**config.mk**
```make
export PLATFORM = sky130hd
export DESIGN_NAME = ibex_instr_encoder
export DESIGN_NICKNAME = d
export VERILOG_FILES = /design/src/rtl/ibex_pkg.sv /design/src/rtl/ibex_encoder_fifo.sv /design/src/rtl/ibex_instr_encoder.sv
export SDC_FILE = /design/constraint.sdc
export NUM_CORES = 1
export LEC_CHECK = 0
export BUFFER_PORTS_ARGS = -buffer_cell sky130_fd_sc_hd__buf_2
export CORE_MARGIN = 2
export CORE_UTILIZATION = 47
export CTS_CLUSTER_DIAMETER = 40
export CTS_CLUSTER_SIZE = 16
export DETAILED_ROUTE_END_ITERATION = 10
export PLACE_DENSITY_LB_ADDON = 0.2
export SYNTH_ARGS = -nofsm -noshare
export SYNTH_HDL_FRONTEND = slang
export SYNTH_HIERARCHICAL = 1
export SYNTH_SLANG_ARGS = --single-unit
```
**constraint.sdc**
```tcl
create_clock -name clk_i -period 3.3 [get_ports clk_i]
set_clock_uncertainty 0.2 [all_clocks]
set_input_delay 0.495 -clock clk_i [delete_from_list [all_inputs] [get_ports clk_i]]
set_output_delay 0.495 -clock clk_i [all_outputs]
set_load 0.05 [all_outputs]
```
**src/rtl/ibex_pkg.sv**
```systemverilog
// Shared RV32 encoding types: base opcodes, encoder operations, funct codes and immediate bounds.
// Latency: none (types, constants and pure field-packing functions only).
// Backpressure: not applicable.
package ibex_pkg;

    typedef enum logic [6:0] {
        OPCODE_LOAD     = 7'h03,
        OPCODE_MISC_MEM = 7'h0f,
        OPCODE_OP_IMM   = 7'h13,
        OPCODE_AUIPC    = 7'h17,
        OPCODE_STORE    = 7'h23,
        OPCODE_OP       = 7'h33,
        OPCODE_LUI      = 7'h37,
        OPCODE_BRANCH   = 7'h63,
        OPCODE_JALR     = 7'h67,
        OPCODE_JAL      = 7'h6f,
        OPCODE_SYSTEM   = 7'h73
    } opcode_e;

    typedef enum logic [3:0] {
        ENC_ADD,
        ENC_SUB,
        ENC_AND,
        ENC_OR,
        ENC_XOR,
        ENC_ADDI,
        ENC_LB,
        ENC_LH,
        ENC_LW,
        ENC_SB,
        ENC_SH,
        ENC_SW,
        ENC_MUL,
        ENC_DIV,
        ENC_LUI,
        ENC_JAL
    } enc_op_e;

    localparam logic [2:0] F3_ADD_SUB = 3'b000;
    localparam logic [2:0] F3_XOR     = 3'b100;
    localparam logic [2:0] F3_OR      = 3'b110;
    localparam logic [2:0] F3_AND     = 3'b111;
    localparam logic [2:0] F3_MUL     = 3'b000;
    localparam logic [2:0] F3_DIV     = 3'b100;
    localparam logic [2:0] F3_BYTE    = 3'b000;
    localparam logic [2:0] F3_HALF    = 3'b001;
    localparam logic [2:0] F3_WORD    = 3'b010;

    localparam logic [6:0] F7_BASE    = 7'b0000000;
    localparam logic [6:0] F7_SUB     = 7'b0100000;
    localparam logic [6:0] F7_MULDIV  = 7'b0000001;

    localparam int signed IMM12_MIN   = -2048;
    localparam int signed IMM12_MAX   = 2047;
    localparam int signed JAL_IMM_MIN = -(1 << 20);
    localparam int signed JAL_IMM_MAX = (1 << 20) - 2;

    // One FIFO entry: the err flag rides alongside the (zeroed) word.
    typedef struct packed {
        logic        err;
        logic [31:0] word;
    } enc_word_t;

    function automatic logic [31:0] enc_r(input logic [6:0] funct7, input logic [4:0] rs2,
                                          input logic [4:0] rs1, input logic [2:0] funct3,
                                          input logic [4:0] rd);
        return {funct7, rs2, rs1, funct3, rd, OPCODE_OP};
    endfunction

    function automatic logic [31:0] enc_i(input logic [11:0] imm, input logic [4:0] rs1,
                                          input logic [2:0] funct3, input logic [4:0] rd,
                                          input opcode_e opcode);
        return {imm, rs1, funct3, rd, opcode};
    endfunction

    function automatic logic [31:0] enc_s(input logic [11:0] imm, input logic [4:0] rs2,
                                          input logic [4:0] rs1, input logic [2:0] funct3);
        return {imm[11:5], rs2, rs1, funct3, imm[4:0], OPCODE_STORE};
    endfunction

    function automatic logic [31:0] enc_u(input logic [19:0] imm_hi, input logic [4:0] rd);
        return {imm_hi, rd, OPCODE_LUI};
    endfunction

    // imm_j holds imm[20:1]; bit 0 of a jump offset is never encoded.
    function automatic logic [31:0] enc_j(input logic [19:0] imm_j, input logic [4:0] rd);
        return {imm_j[19], imm_j[9:0], imm_j[10], imm_j[18:11], rd, OPCODE_JAL};
    endfunction

endpackage

```
**src/rtl/ibex_encoder_fifo.sv**
```systemverilog
// Generic power-of-two synchronous FIFO with registered state and zeroed head when empty.
// Latency: a push at edge N is visible at the head after edge N; no write-to-read bypass.
// Backpressure: pushes are ignored while full and pops while empty; no same-cycle full bypass.
module ibex_encoder_fifo #(
    parameter int unsigned Depth = 2,
    parameter int unsigned Width = 33
) (
    input  logic             clk_i,
    input  logic             rst_ni,
    input  logic             push,
    input  logic [Width-1:0] push_data,
    input  logic             pop,
    output logic [Width-1:0] head_data,
    output logic             full,
    output logic             empty
);

    localparam int unsigned AW = (Depth > 1) ? $clog2(Depth) : 1;
    localparam logic [AW-1:0] PtrOne   = AW'(1);
    localparam logic [AW:0]   CntOne   = (AW + 1)'(1);
    localparam logic [AW:0]   DepthCnt = (AW + 1)'(Depth);

    logic [Width-1:0] mem [Depth];
    logic [AW-1:0]    wptr;
    logic [AW-1:0]    rptr;
    logic [AW:0]      count;
    logic             do_push;
    logic             do_pop;

    assign full    = (count == DepthCnt);
    assign empty   = (count == '0);
    assign do_push = push & ~full;
    assign do_pop  = pop & ~empty;

    assign head_data = empty ? '0 : mem[rptr];

    // Storage needs no reset: the head is masked whenever the FIFO is empty.
    always_ff @(posedge clk_i) begin
        if (do_push) begin
            mem[wptr] <= push_data;
        end
    end

    always_ff @(posedge clk_i or negedge rst_ni) begin
        if (!rst_ni) begin
            wptr  <= '0;
            rptr  <= '0;
            count <= '0;
        end else begin
            if (do_push) begin
                wptr <= wptr + PtrOne;
            end
            if (do_pop) begin
                rptr <= rptr + PtrOne;
            end
            case ({do_push, do_pop})
                2'b10:   count <= count + CntOne;
                2'b01:   count <= count - CntOne;
                default: count <= count;
            endcase
        end
    end

endmodule

```
**src/rtl/ibex_instr_encoder.sv**
```systemverilog
// Streams symbolic RV32 requests into encoded words via a Depth-entry FIFO; MUL/DIV need IBEX_ENC_RV32M_EN.
// Latency: a word accepted at edge N is at the output head after edge N; no request-to-output comb path.
// Backpressure: req_ready_o is low while the FIFO is full and during/just out of reset.
module ibex_instr_encoder
    import ibex_pkg::*;
#(
    parameter int unsigned Depth = 2
) (
    input  logic        clk_i,
    input  logic        rst_ni,
    input  logic        req_valid_i,
    output logic        req_ready_o,
    input  enc_op_e     req_op_i,
    input  logic [4:0]  req_rd_i,
    input  logic [4:0]  req_rs1_i,
    input  logic [4:0]  req_rs2_i,
    input  logic [31:0] req_imm_i,
    output logic        instr_valid_o,
    input  logic        instr_ready_i,
    output logic [31:0] instr_rdata_o,
    output logic        instr_err_o,
    output logic [15:0] instr_cnt_o
);

    logic signed [31:0] imm_s;
    logic               imm12_ok;
    logic               jal_ok;
    logic               lui_ok;
    logic [31:0]        enc_word;
    logic               enc_err;
    enc_word_t          push_entry;
    enc_word_t          head_entry;
    logic               ready_en;
    logic               fifo_full;
    logic               fifo_empty;
    logic               push;
    logic               pop;
    logic [15:0]        cnt;

    assign imm_s    = req_imm_i;
    assign imm12_ok = (imm_s >= IMM12_MIN) && (imm_s <= IMM12_MAX);
    assign jal_ok   = !req_imm_i[0] && (imm_s >= JAL_IMM_MIN) && (imm_s <= JAL_IMM_MAX);
    assign lui_ok   = (req_imm_i[11:0] == 12'h000);

    always_comb begin
        enc_word = '0;
        enc_err  = 1'b0;
        case (req_op_i)
            ENC_ADD: enc_word = enc_r(F7_BASE, req_rs2_i, req_rs1_i, F3_ADD_SUB, req_rd_i);
            ENC_SUB: enc_word = enc_r(F7_SUB,  req_rs2_i, req_rs1_i, F3_ADD_SUB, req_rd_i);
            ENC_AND: enc_word = enc_r(F7_BASE, req_rs2_i, req_rs1_i, F3_AND, req_rd_i);
            ENC_OR:  enc_word = enc_r(F7_BASE, req_rs2_i, req_rs1_i, F3_OR, req_rd_i);
            ENC_XOR: enc_word = enc_r(F7_BASE, req_rs2_i, req_rs1_i, F3_XOR, req_rd_i);
            ENC_ADDI: begin
                enc_err  = ~imm12_ok;
                enc_word = enc_i(req_imm_i[11:0], req_rs1_i, F3_ADD_SUB, req_rd_i, OPCODE_OP_IMM);
            end
            ENC_LB: begin
                enc_err  = ~imm12_ok;
                enc_word = enc_i(req_imm_i[11:0], req_rs1_i, F3_BYTE, req_rd_i, OPCODE_LOAD);
            end
            ENC_LH: begin
                enc_err  = ~imm12_ok;
                enc_word = enc_i(req_imm_i[11:0], req_rs1_i, F3_HALF, req_rd_i, OPCODE_LOAD);
            end
            ENC_LW: begin
                enc_err  = ~imm12_ok;
                enc_word = enc_i(req_imm_i[11:0], req_rs1_i, F3_WORD, req_rd_i, OPCODE_LOAD);
            end
            ENC_SB: begin
                enc_err  = ~imm12_ok;
                enc_word = enc_s(req_imm_i[11:0], req_rs2_i, req_rs1_i, F3_BYTE);
            end
            ENC_SH: begin
                enc_err  = ~imm12_ok;
                enc_word = enc_s(req_imm_i[11:0], req_rs2_i, req_rs1_i, F3_HALF);
            end
            ENC_SW: begin
                enc_err  = ~imm12_ok;
                enc_word = enc_s(req_imm_i[11:0], req_rs2_i, req_rs1_i, F3_WORD);
            end
`ifdef IBEX_ENC_RV32M_EN
            ENC_MUL: enc_word = enc_r(F7_MULDIV, req_rs2_i, req_rs1_i, F3_MUL, req_rd_i);
            ENC_DIV: enc_word = enc_r(F7_MULDIV, req_rs2_i, req_rs1_i, F3_DIV, req_rd_i);
`else
            ENC_MUL: enc_err = 1'b1;
            ENC_DIV: enc_err = 1'b1;
`endif
            ENC_LUI: begin
                enc_err  = ~lui_ok;
                enc_word = enc_u(req_imm_i[31:12], req_rd_i);
            end
            ENC_JAL: begin
                enc_err  = ~jal_ok;
                enc_word = enc_j(req_imm_i[20:1], req_rd_i);
            end
            default: enc_err = 1'b1;
        endcase
        // Unencodable requests still occupy a slot so ordering is preserved.
        if (enc_err) begin
            enc_word = '0;
        end
    end

    assign push_entry = '{err: enc_err, word: enc_word};

    // Holds off acceptance until the first edge after reset release.
    always_ff @(posedge clk_i or negedge rst_ni) begin
        if (!rst_ni) begin
            ready_en <= 1'b0;
        end else begin
            ready_en <= 1'b1;
        end
    end

    assign req_ready_o   = ready_en & ~fifo_full;
    assign push          = req_valid_i & req_ready_o;
    assign instr_valid_o = ~fifo_empty;
    assign pop           = instr_valid_o & instr_ready_i;

    ibex_encoder_fifo #(
        .Depth (Depth),
        .Width ($bits(enc_word_t))
    ) u_fifo (
        .clk_i     (clk_i),
        .rst_ni    (rst_ni),
        .push      (push),
        .push_data (push_entry),
        .pop       (pop),
        .head_data (head_entry),
        .full      (fifo_full),
        .empty     (fifo_empty)
    );

    assign instr_rdata_o = head_entry.word;
    assign instr_err_o   = head_entry.err;

    always_ff @(posedge clk_i or negedge rst_ni) begin
        if (!rst_ni) begin
            cnt <= '0;
        end else if (pop) begin
            cnt <= cnt + 16'd1;
        end
    end

    assign instr_cnt_o = cnt;

endmodule
```
Word-level counts from Yosys, hierarchy flattened. Memory sizes are Yosys's and may differ from the RTL's. Index checks and enable logic that the tools add are counted.

Input bits: 55. Output and inout port bits: 51. Memories kept: 1. Bits in writable memories: 66. Register bits: 21.

Memories: u_fifo.mem (words 2, width 33, read ports 1, clocked after memory_dff 0, wr ports 1, RTL line ibex_encoder_fifo.sv:23) `logic [Width-1:0] mem [Depth];`.

Multiplexer cells: 7. $add $sub $neg: 5. Magnitude comparators: 4. Equal/unequal tests: 18. Bitwise logic cells: 10. Reduce and logical (&&, ||, !) cells: 10.

Operators with widths (number): 32-bit one-hot mux with 14 select lines (1); 33-bit two-way mux (1); 4-bit equality test, second input constant (8); 32-bit by 12-bit >= comparator with 1-bit output, second input constant (1); 32-bit by 21-bit >= comparator with 1-bit output, second input constant (1); 32-bit by 12-bit <= comparator with 1-bit output, second input constant (1); 32-bit by 21-bit <= comparator with 1-bit output, second input constant (1); 32-bit two-way mux (1); 16-bit by 1-bit adder with 16-bit output, second input constant (1); 4-bit by 3-bit equality test with 1-bit output, second input constant (4); 12-bit logical NOT (1); 4-bit by 2-bit equality test with 1-bit output, second input constant (2); 7-bit OR reduction (1); 1-bit bitwise AND (5); 1-bit inverter (5); 2-bit equality test, second input constant (2); 4-bit by 1-bit equality test with 1-bit output, second input constant (1); 4-bit logical NOT (1); 1-bit one-hot mux with 4 select lines (1); 2-bit one-hot mux with 2 select lines (1); 1-bit logical AND (3); 1-bit adder, second input constant (2); 2-bit by 1-bit adder with 2-bit output, second input constant (1); 2-bit by 1-bit equality test with 1-bit output, second input constant (1); 6 further kinds (7).

Logic depth before layout (Yosys ltp). Gate-level depths: netlist of run 1.

Word-level depth: 7. Gate-level depth with buffers: 9. Gate-level depth less buffers: 9.

Modules after synthesis. Netlist of run 1, hierarchy kept.

Modules (own cells, without submodules): ibex_encoder_fifo (cells each 157, sequential area each 2082.0 µm², times used 1, area an instance 2698.8 µm²); ibex_instr_encoder (cells each 216, sequential area each 425.4 µm², times used 1, area an instance 1609.0 µm²).

Least setup slack after synthesis of run 1. No wires, ideal clock.

Path kind: register to register. Start point: register u_fifo.count[0]. End point: memory u_fifo.mem[0][0] (enable). Arrival time: 3.072 ns. Setup time: 0.423 ns. Stages on the path, launching flop included: 7. Path slack: -0.395 ns. Path buffers: 0. Path through: dfrtp_1 > nand2b_2 > inv_1 > nor2b_1 > and2_1 > nand2_1 > nor2_1.

Cells in the longest elaborated chain, start to end: 7.

RTL lines: from (decl) (RTL line ibex_encoder_fifo.sv:26) `logic [AW:0] count;`; from (signal assigned) (RTL line ibex_encoder_fifo.sv:57) `2'b10: count <= count + CntOne;`; from (signal assigned) (RTL line ibex_encoder_fifo.sv:58) `2'b01: count <= count - CntOne;`; from (signal assigned) (RTL line ibex_encoder_fifo.sv:59) `default: count <= count;`; 2-bit equality test (RTL line ibex_encoder_fifo.sv:30) `assign full = (count == DepthCnt);`; named net fifo_full (RTL line ibex_instr_encoder.sv:34) `logic fifo_full;`; 1-bit inverter (RTL line ibex_instr_encoder.sv:116) `assign req_ready_o = ready_en & ~fifo_full;`; 1-bit bitwise AND (RTL line ibex_instr_encoder.sv:116); named net req_ready_o (RTL line ibex_instr_encoder.sv:12) `output logic req_ready_o,`; 1-bit bitwise AND (RTL line ibex_instr_encoder.sv:117) `assign push = req_valid_i & req_ready_o;`; named net push (RTL line ibex_instr_encoder.sv:36) `logic push;`; 1-bit bitwise AND (RTL line ibex_encoder_fifo.sv:32) `assign do_push = push & ~full;`; 1-bit two-way mux (RTL line ibex_encoder_fifo.sv:39) `if (do_push) begin`; 1-bit two-way mux (implied by the code) (RTL line ibex_encoder_fifo.sv:40) `mem[wptr] <= push_data;`; to (decl) (RTL line ibex_encoder_fifo.sv:23).

The timed path passes the listed nets, and every way through them passes these cells.

Worst setup path after layout of run 1.
Start point: register u_fifo.rptr. End point: output instr_rdata_o[22].

Cells in the longest elaborated chain, start to end: 2.

RTL lines: from (decl) (RTL line ibex_encoder_fifo.sv:25) `logic [AW-1:0] rptr;`; from (signal assigned) (RTL line ibex_encoder_fifo.sv:54) `rptr <= rptr + PtrOne;`; memory 2 x 33 bit; 33-bit two-way mux (RTL line ibex_encoder_fifo.sv:35) `assign head_data = empty ? '0 : mem[rptr];`; to (decl) (RTL line ibex_instr_encoder.sv:20) `output logic [31:0] instr_rdata_o,`.

Every way passes these cells.

==> results of run 1 <==
-- layout make-up --
class / count / share of cell area
clock buffer: 12 / 0.0362
clock inverter: 4 / 0.00604
inverter: 8 / 0.00580
multi-input combinational: 260 / 0.324
sequential: 87 / 0.484
tap: 108 / 0.0261
timing repair buffer: 114 / 0.117
-- cells in the final DEF, fill, tap and decap left out, types with 3 or more instances in the layout --
master,Yosys,routed
a22oi_1,16,16
a21o_1,3,3
nor4_1,7,7
nor2b_1,5,5
a21oi_1,20,20
inv_1,8,8
nor3_1,4,4
dfrtp_1,21,20
edfxtp_1,66,66
nand3_1,11,11
nand4_1,11,11
xor2_1,5,5
buf_2,6,105
nor2_1,65,64
nand2b_1,9,9
nand2_1,19,19
buf_4,1,7
mux2i_1,35,35
xnor2_1,15,15
o21ai_0,4,4
and3_1,3,3
clkbuf_8,0,10
-- layer usage --
layer / up-vias / wire length, um / global-route usage
li1: 1572 / - / -
met5: - / 0 / 0
met2: 145 / 4880 / 0.350
met4: 0 / 120 / 0.0569
met3: 9 / 696 / 0.0337
met1: 1574 / 4240 / 0.273
-- flip-flops by register name (all words and copies together) (netlist names) --
signal and count:
instr_cnt_o 16, ready_en 1, u_fifo/count 2, u_fifo/mem 66, u_fifo/rptr 1, u_fifo/wptr 1
-- critical path: cells and delay by family, from the launching register on --
family                 cells  cell delay [ns]
buffers and inverters      2             0.48
and+or+nand+nor            1             0.06
muxes                      1             0.26
DFF                        1             0.76
-- kinds of logic after synthesis --
kind of cell | Yosys count
muxes | 36
other | 1
AOI/OAI and AO/OA | 53
xor gates and xnor gates | 20
adders and majority gates | 2
and+or+nand+nor | 148
DFF | 87
buffers and inverters | 26
-- final timing paths --
check / to / slack (ns) / depth (start not counted)
max in group asynchronous: u_fifo/rptr / 2.13 / 2
worst min-delay path: instr_cnt_o[15] / 0.28 / 1
min in group asynchronous: instr_cnt_o[4] / 0.42 / 2
worst max-delay path: instr_rdata_o[22] / 0.67 / 4
worst min register to register: instr_cnt_o[15] / 0.28 / 1
worst max register to register: u_fifo/mem[0][10] / 1.13 / 7
-- per-stage QoR --
stage / total power (uW) / utilization / std cells
3_5_place_dp: 3590 / 0.562 / 576
3_3_place_gp: 3570 / 0.562 / 576
5_1_grt: 4530 / 0.588 / 593
6_report: 4320 / 0.588 / 593
4_1_cts: 4360 / 0.588 / 593
2_1_floorplan: 3120 / - / 373
-- power breakdown --
group          total, uW  internal [uW]  switching [uW]
clock                774            391             384
sequential          1530           1370             159
combinational       2020            546            1480
==> flow_summary.toml, run 1 <==
[outcome]
status = "completed"

[power_and_ir_drop]
leakage_uw = 0.00220
vdd_drop_max_mv = 0.362
powerDensity_nw_per_um2 = 834

[synth]
syn_avg_cell_area_um2 = 11.5
synth_edf_count = 66
synth_seq_cells = 87
synthTopCellsByCount = "edfxtp_1 (66), nor2_1 (65), mux2i_1 (35)"
synth_xor_area_frac = 0.0407
synth_fa_ha_area_frac = 0.00581
synthMuxAreaShare = 0.0839
synthFlopType = "edfxtp_1"
yosysMostFrequentCell = "edfxtp_1"
ys_types = 44
synth_area_leaders = "edfxtp_1 (46%), dfrtp_1 (12%), mux2i_1 (8.1%)"
synthCells = 373
synth_nets = 430
yosysSeqAreaShare = 0.582
synth_area_leader_cell = "edfxtp_1"
synthArstFlopShare = 0.241
synth_compound_area_frac = 0.0860
yosysWarnings = 6
synth_top_area_share = 0.460
synthSimpleGateAreaFrac = 0.168
synthesis.area_um2 = 4310
synth_top_family_by_area = "simple AND/OR/NAND/NOR gates"

[cells_and_area]
multi_input_area_um2 = 1680
drive_above_1_share = 0.291
seq_area_um2 = 2510
layout.nets = 537
nFillCells = 760
postLayoutCellArea_um2 = 5180
antenna_cells = 0
area_growth_pct = 20.3

[placement]
post-place-ws_ns = 0.701
place_congestion = 0.945
placed_area_um2 = 4950
io_buffers = 105
dp_hpwl_um = 7150

[clocking]
clkTransAtPathRegs_ns = 0.10
cts-root-buf = "clkbuf_8"
post-cts-setup-buffers = 0
h-tree-depth = 3
cts_buffers = 9
clock_latency_ns = 0.34
cts_buffer_depth = 2
cts_resized = 0
cts_sinks = 87
cts_tree = "yes"
holdBufCountCts = 1

[timing]
worstMarginPinSlew_ns = 0.598
slew_viol_final = 0
hold_viol_final = 0
min_period_over_period = 0.797
worst_slack_ns = 0.670
period_needed_ns = 2.63
hold_ws_ns = 0.277
rsz0062_at_grt = "no"
relSlewSlack = 0.601
fmax_mhz = 380
setup_viol_count_final = 0
tns_ns = 0

[worst_setup_path]
critPathLaunch = "u_fifo/rptr"
worstSetupPathType = "reg -> out"
start_kind = "flop"
slowest_delay_ns = 0.76
cp.arrival_ns = 1.93
critical_path_required_ns = 2.60
path_cells = "buf_12, mux2i_1, nor2_1, buf_2"
cp_slowest_cell = "dfrtp_2"
crit_fanout = 19
cp-end-kind = "output port"
rr_startpoint = "u_fifo/count[0]"

[floorplan]
die_w_um = 99.7
initial_core_util = 0.489
ios = 106
fp.dieH_um = 99.7
die_area_um2 = 9950
placementRows = 34
core-area_um2 = 8810

[detailed_routing]
dr.first_iter.drc_count = 163
wl_um = 9940
viasPerCell = 5.56
drcViolationCount = 0
vias = 3300
detail-route-antenna-nets = 0
dr.pass1.iters = 5
wl_per_cell_um = 16.8

[global_routing]
grt_pass1_vias = 3169
grt_max_degree = 36
grt_use_total = 0.205
grt-ovfl-total = 0
grt_antenna_before_repair = 0
grt_pass1_wl_um = 15800

[worst_hold_path]
hold_start = "instr_cnt_o[15]"
worstHoldPathType = "reg -> reg"

[job]
maxCapViolations = 0
Note: power is estimated with default switching activity, not from simulation.
==> run 2: changes to the inputs <==
Clock period 3.3 ns to 2.7 ns, I/O delays scaled along.
==> run 2 against run 1 <==
Net effect:
- wire length is 2.1% higher
- die area unchanged
- via count increased by 0.52%
- final cell count is 0.67% higher
- count of clock-buffer cells in the layout down 1
- combinational power is 25% higher
- sequential share of layout area down 0.57 points
- non-clock buffer count grew 4
- flip-flop and latch count unchanged
- final area rose by 1.2%
==> flow_summary.toml, run 2 (same netlist as run 1, synthesis figures left out) <==
[outcome]
status = "completed"

[worst_setup_path]
cp_slowest_cell = "dfrtp_2"
cp-end-kind = "output port"
slowest_delay_ns = 0.73
path_cells = "buf_4, mux2i_1, nor2_1, buf_2"
start_kind = "flop"
crit_fanout = 18
cp.arrival_ns = 1.87
critical_path_required_ns = 2.10
rrSetupSlack_ns = 0.66
worstSetupPathType = "reg -> out"

[floorplan]
die_w_um = 99.7
die_area_um2 = 9950
fp.dieH_um = 99.7
initial_core_util = 0.489
placementRows = 34
ios = 106
core-area_um2 = 8810

[clocking]
cts_buffers = 9
h-tree-depth = 3
clkTransAtPathRegs_ns = 0.08
clock_latency_ns = 0.35
cts-root-buf = "clkbuf_8"
post-cts-setup-buffers = 0
cts_buffer_depth = 2
cts_sinks = 87
cts_tree = "yes"

[global_routing]
grt_max_degree = 34
grt_pass1_wl_um = 16100
grt_pass1_vias = 3236
grt_util_met3 = 0.0401
grt-ovfl-total = 0
use_met2 = 0.346
grt_most_used_layer = "met2"
met1_usage = 0.272
grt_antenna_before_repair = 0
grt_use_total = 0.209

[cells_and_area]
drive_above_1_share = 0.301
final_common_cell = "buf_2"
layout.nets = 541
nFillCells = 769
postLayoutCellArea_um2 = 5240
top_register = "u_fifo/mem"
antenna_cells = 0
area_growth_pct = 21.7
largest_reg_flops = 66
final_cell_mix = "buf_2 (105), edfxtp_1 (66), nor2_1 (64)"

[detailed_routing]
wl_per_cell_um = 17.0
dr.first_iter.drc_count = 149
detail-route-antenna-nets = 0
dr.pass1.iters = 5
vias = 3317
drcViolationCount = 0
wl_um = 10200
viasPerCell = 5.56

[worst_hold_path]
worstHoldPathType = "in -> reg"

[timing]
period_needed_ns = 2.47
tns_ns = 0
rsz0062_at_grt = "no"
worstMarginPinSlew_ns = 0.559
relSlewSlack = 0.625
fmax_mhz = 404
min_period_over_period = 0.916
worst_slack_ns = 0.227
hold_viol_final = 0
slew_viol_final = 0
setup_viol_count_final = 0

[placement]
post-place-ws_ns = 0.265
placed_area_um2 = 5020
dp_hpwl_um = 7380
place_congestion = 0.968
io_buffers = 105

[power_and_ir_drop]
vdd_drop_max_mv = 0.500
total_power_uw = 5320
powerDensity_nw_per_um2 = 1010
leakage_uw = 0.00223

[job]
maxCapViolations = 0
-- run 2: path summary, 6_finish.rpt --
path,cells past startpoint,endpoint,startpoint
min in group asynchronous,2,instr_cnt_o[5],rst_ni
max in group asynchronous,2,u_fifo/rptr,rst_ni
setup / recovery,4,instr_rdata_o[13],u_fifo/rptr
setup reg to reg,6,instr_cnt_o[14],u_fifo/count[0]
hold / removal,3,instr_cnt_o[0],instr_ready_i
hold reg to reg,1,instr_cnt_o[15],instr_cnt_o[15]
-- run 2: what timing repair did --
| item | 4_1_cts | 5_1_grt |
|---|---|---|
| hold buffers | 1 | 0 |
| endpoints found under the hold margin | 21 | 0 |
| gates resized for setup | 0 | 0 |
-- run 2: power by group --
group | switching [uW] | total [uW] | internal, uW
clock network | 480 | 932 | 452
registers | 191 | 1860 | 1670
logic | 1820 | 2520 | 709
-- run 2: layout make-up --
cell class / instances / area (um^2) / area share
Clock buffer: 11 / 174 / 0.0332
Clock inverter: 5 / 35.0 / 0.00668
Inverter: 8 / 30.0 / 0.00573
Multi-Input combinational cell: 260 / 1680 / 0.321
Sequential cell: 87 / 2510 / 0.479
Tap cell: 108 / 135 / 0.0258
Timing Repair Buffer: 118 / 676 / 0.129
-- run 2: layer usage --
| layer | share of wire | vias up |
|---|---|---|
| met3 | 0.063 | 15 |
| met1 | 0.44 | 1595 |
| met5 | 0 | - |
| met4 | 0.018 | 0 |
| li1 | - | 1580 |
| met2 | 0.48 | 127 |
-- run 2: critical path, delay by kind of cell (launching register included) --
kind / cells / cell delay (ns)
flops: 1 / 0.73
simple gates: 1 / 0.06
buf+inv: 2 / 0.49
mux: 1 / 0.23
-- run 2: per-stage QoR --
stage          std cells   util  hold WS, ns
2_1_floorplan        373      -      -0.0906
3_3_place_gp         580  0.570        0.180
3_5_place_dp         580  0.570        0.180
4_1_cts              597  0.595        0.184
5_1_grt              597  0.595        0.206
6_report             597  0.595        0.199
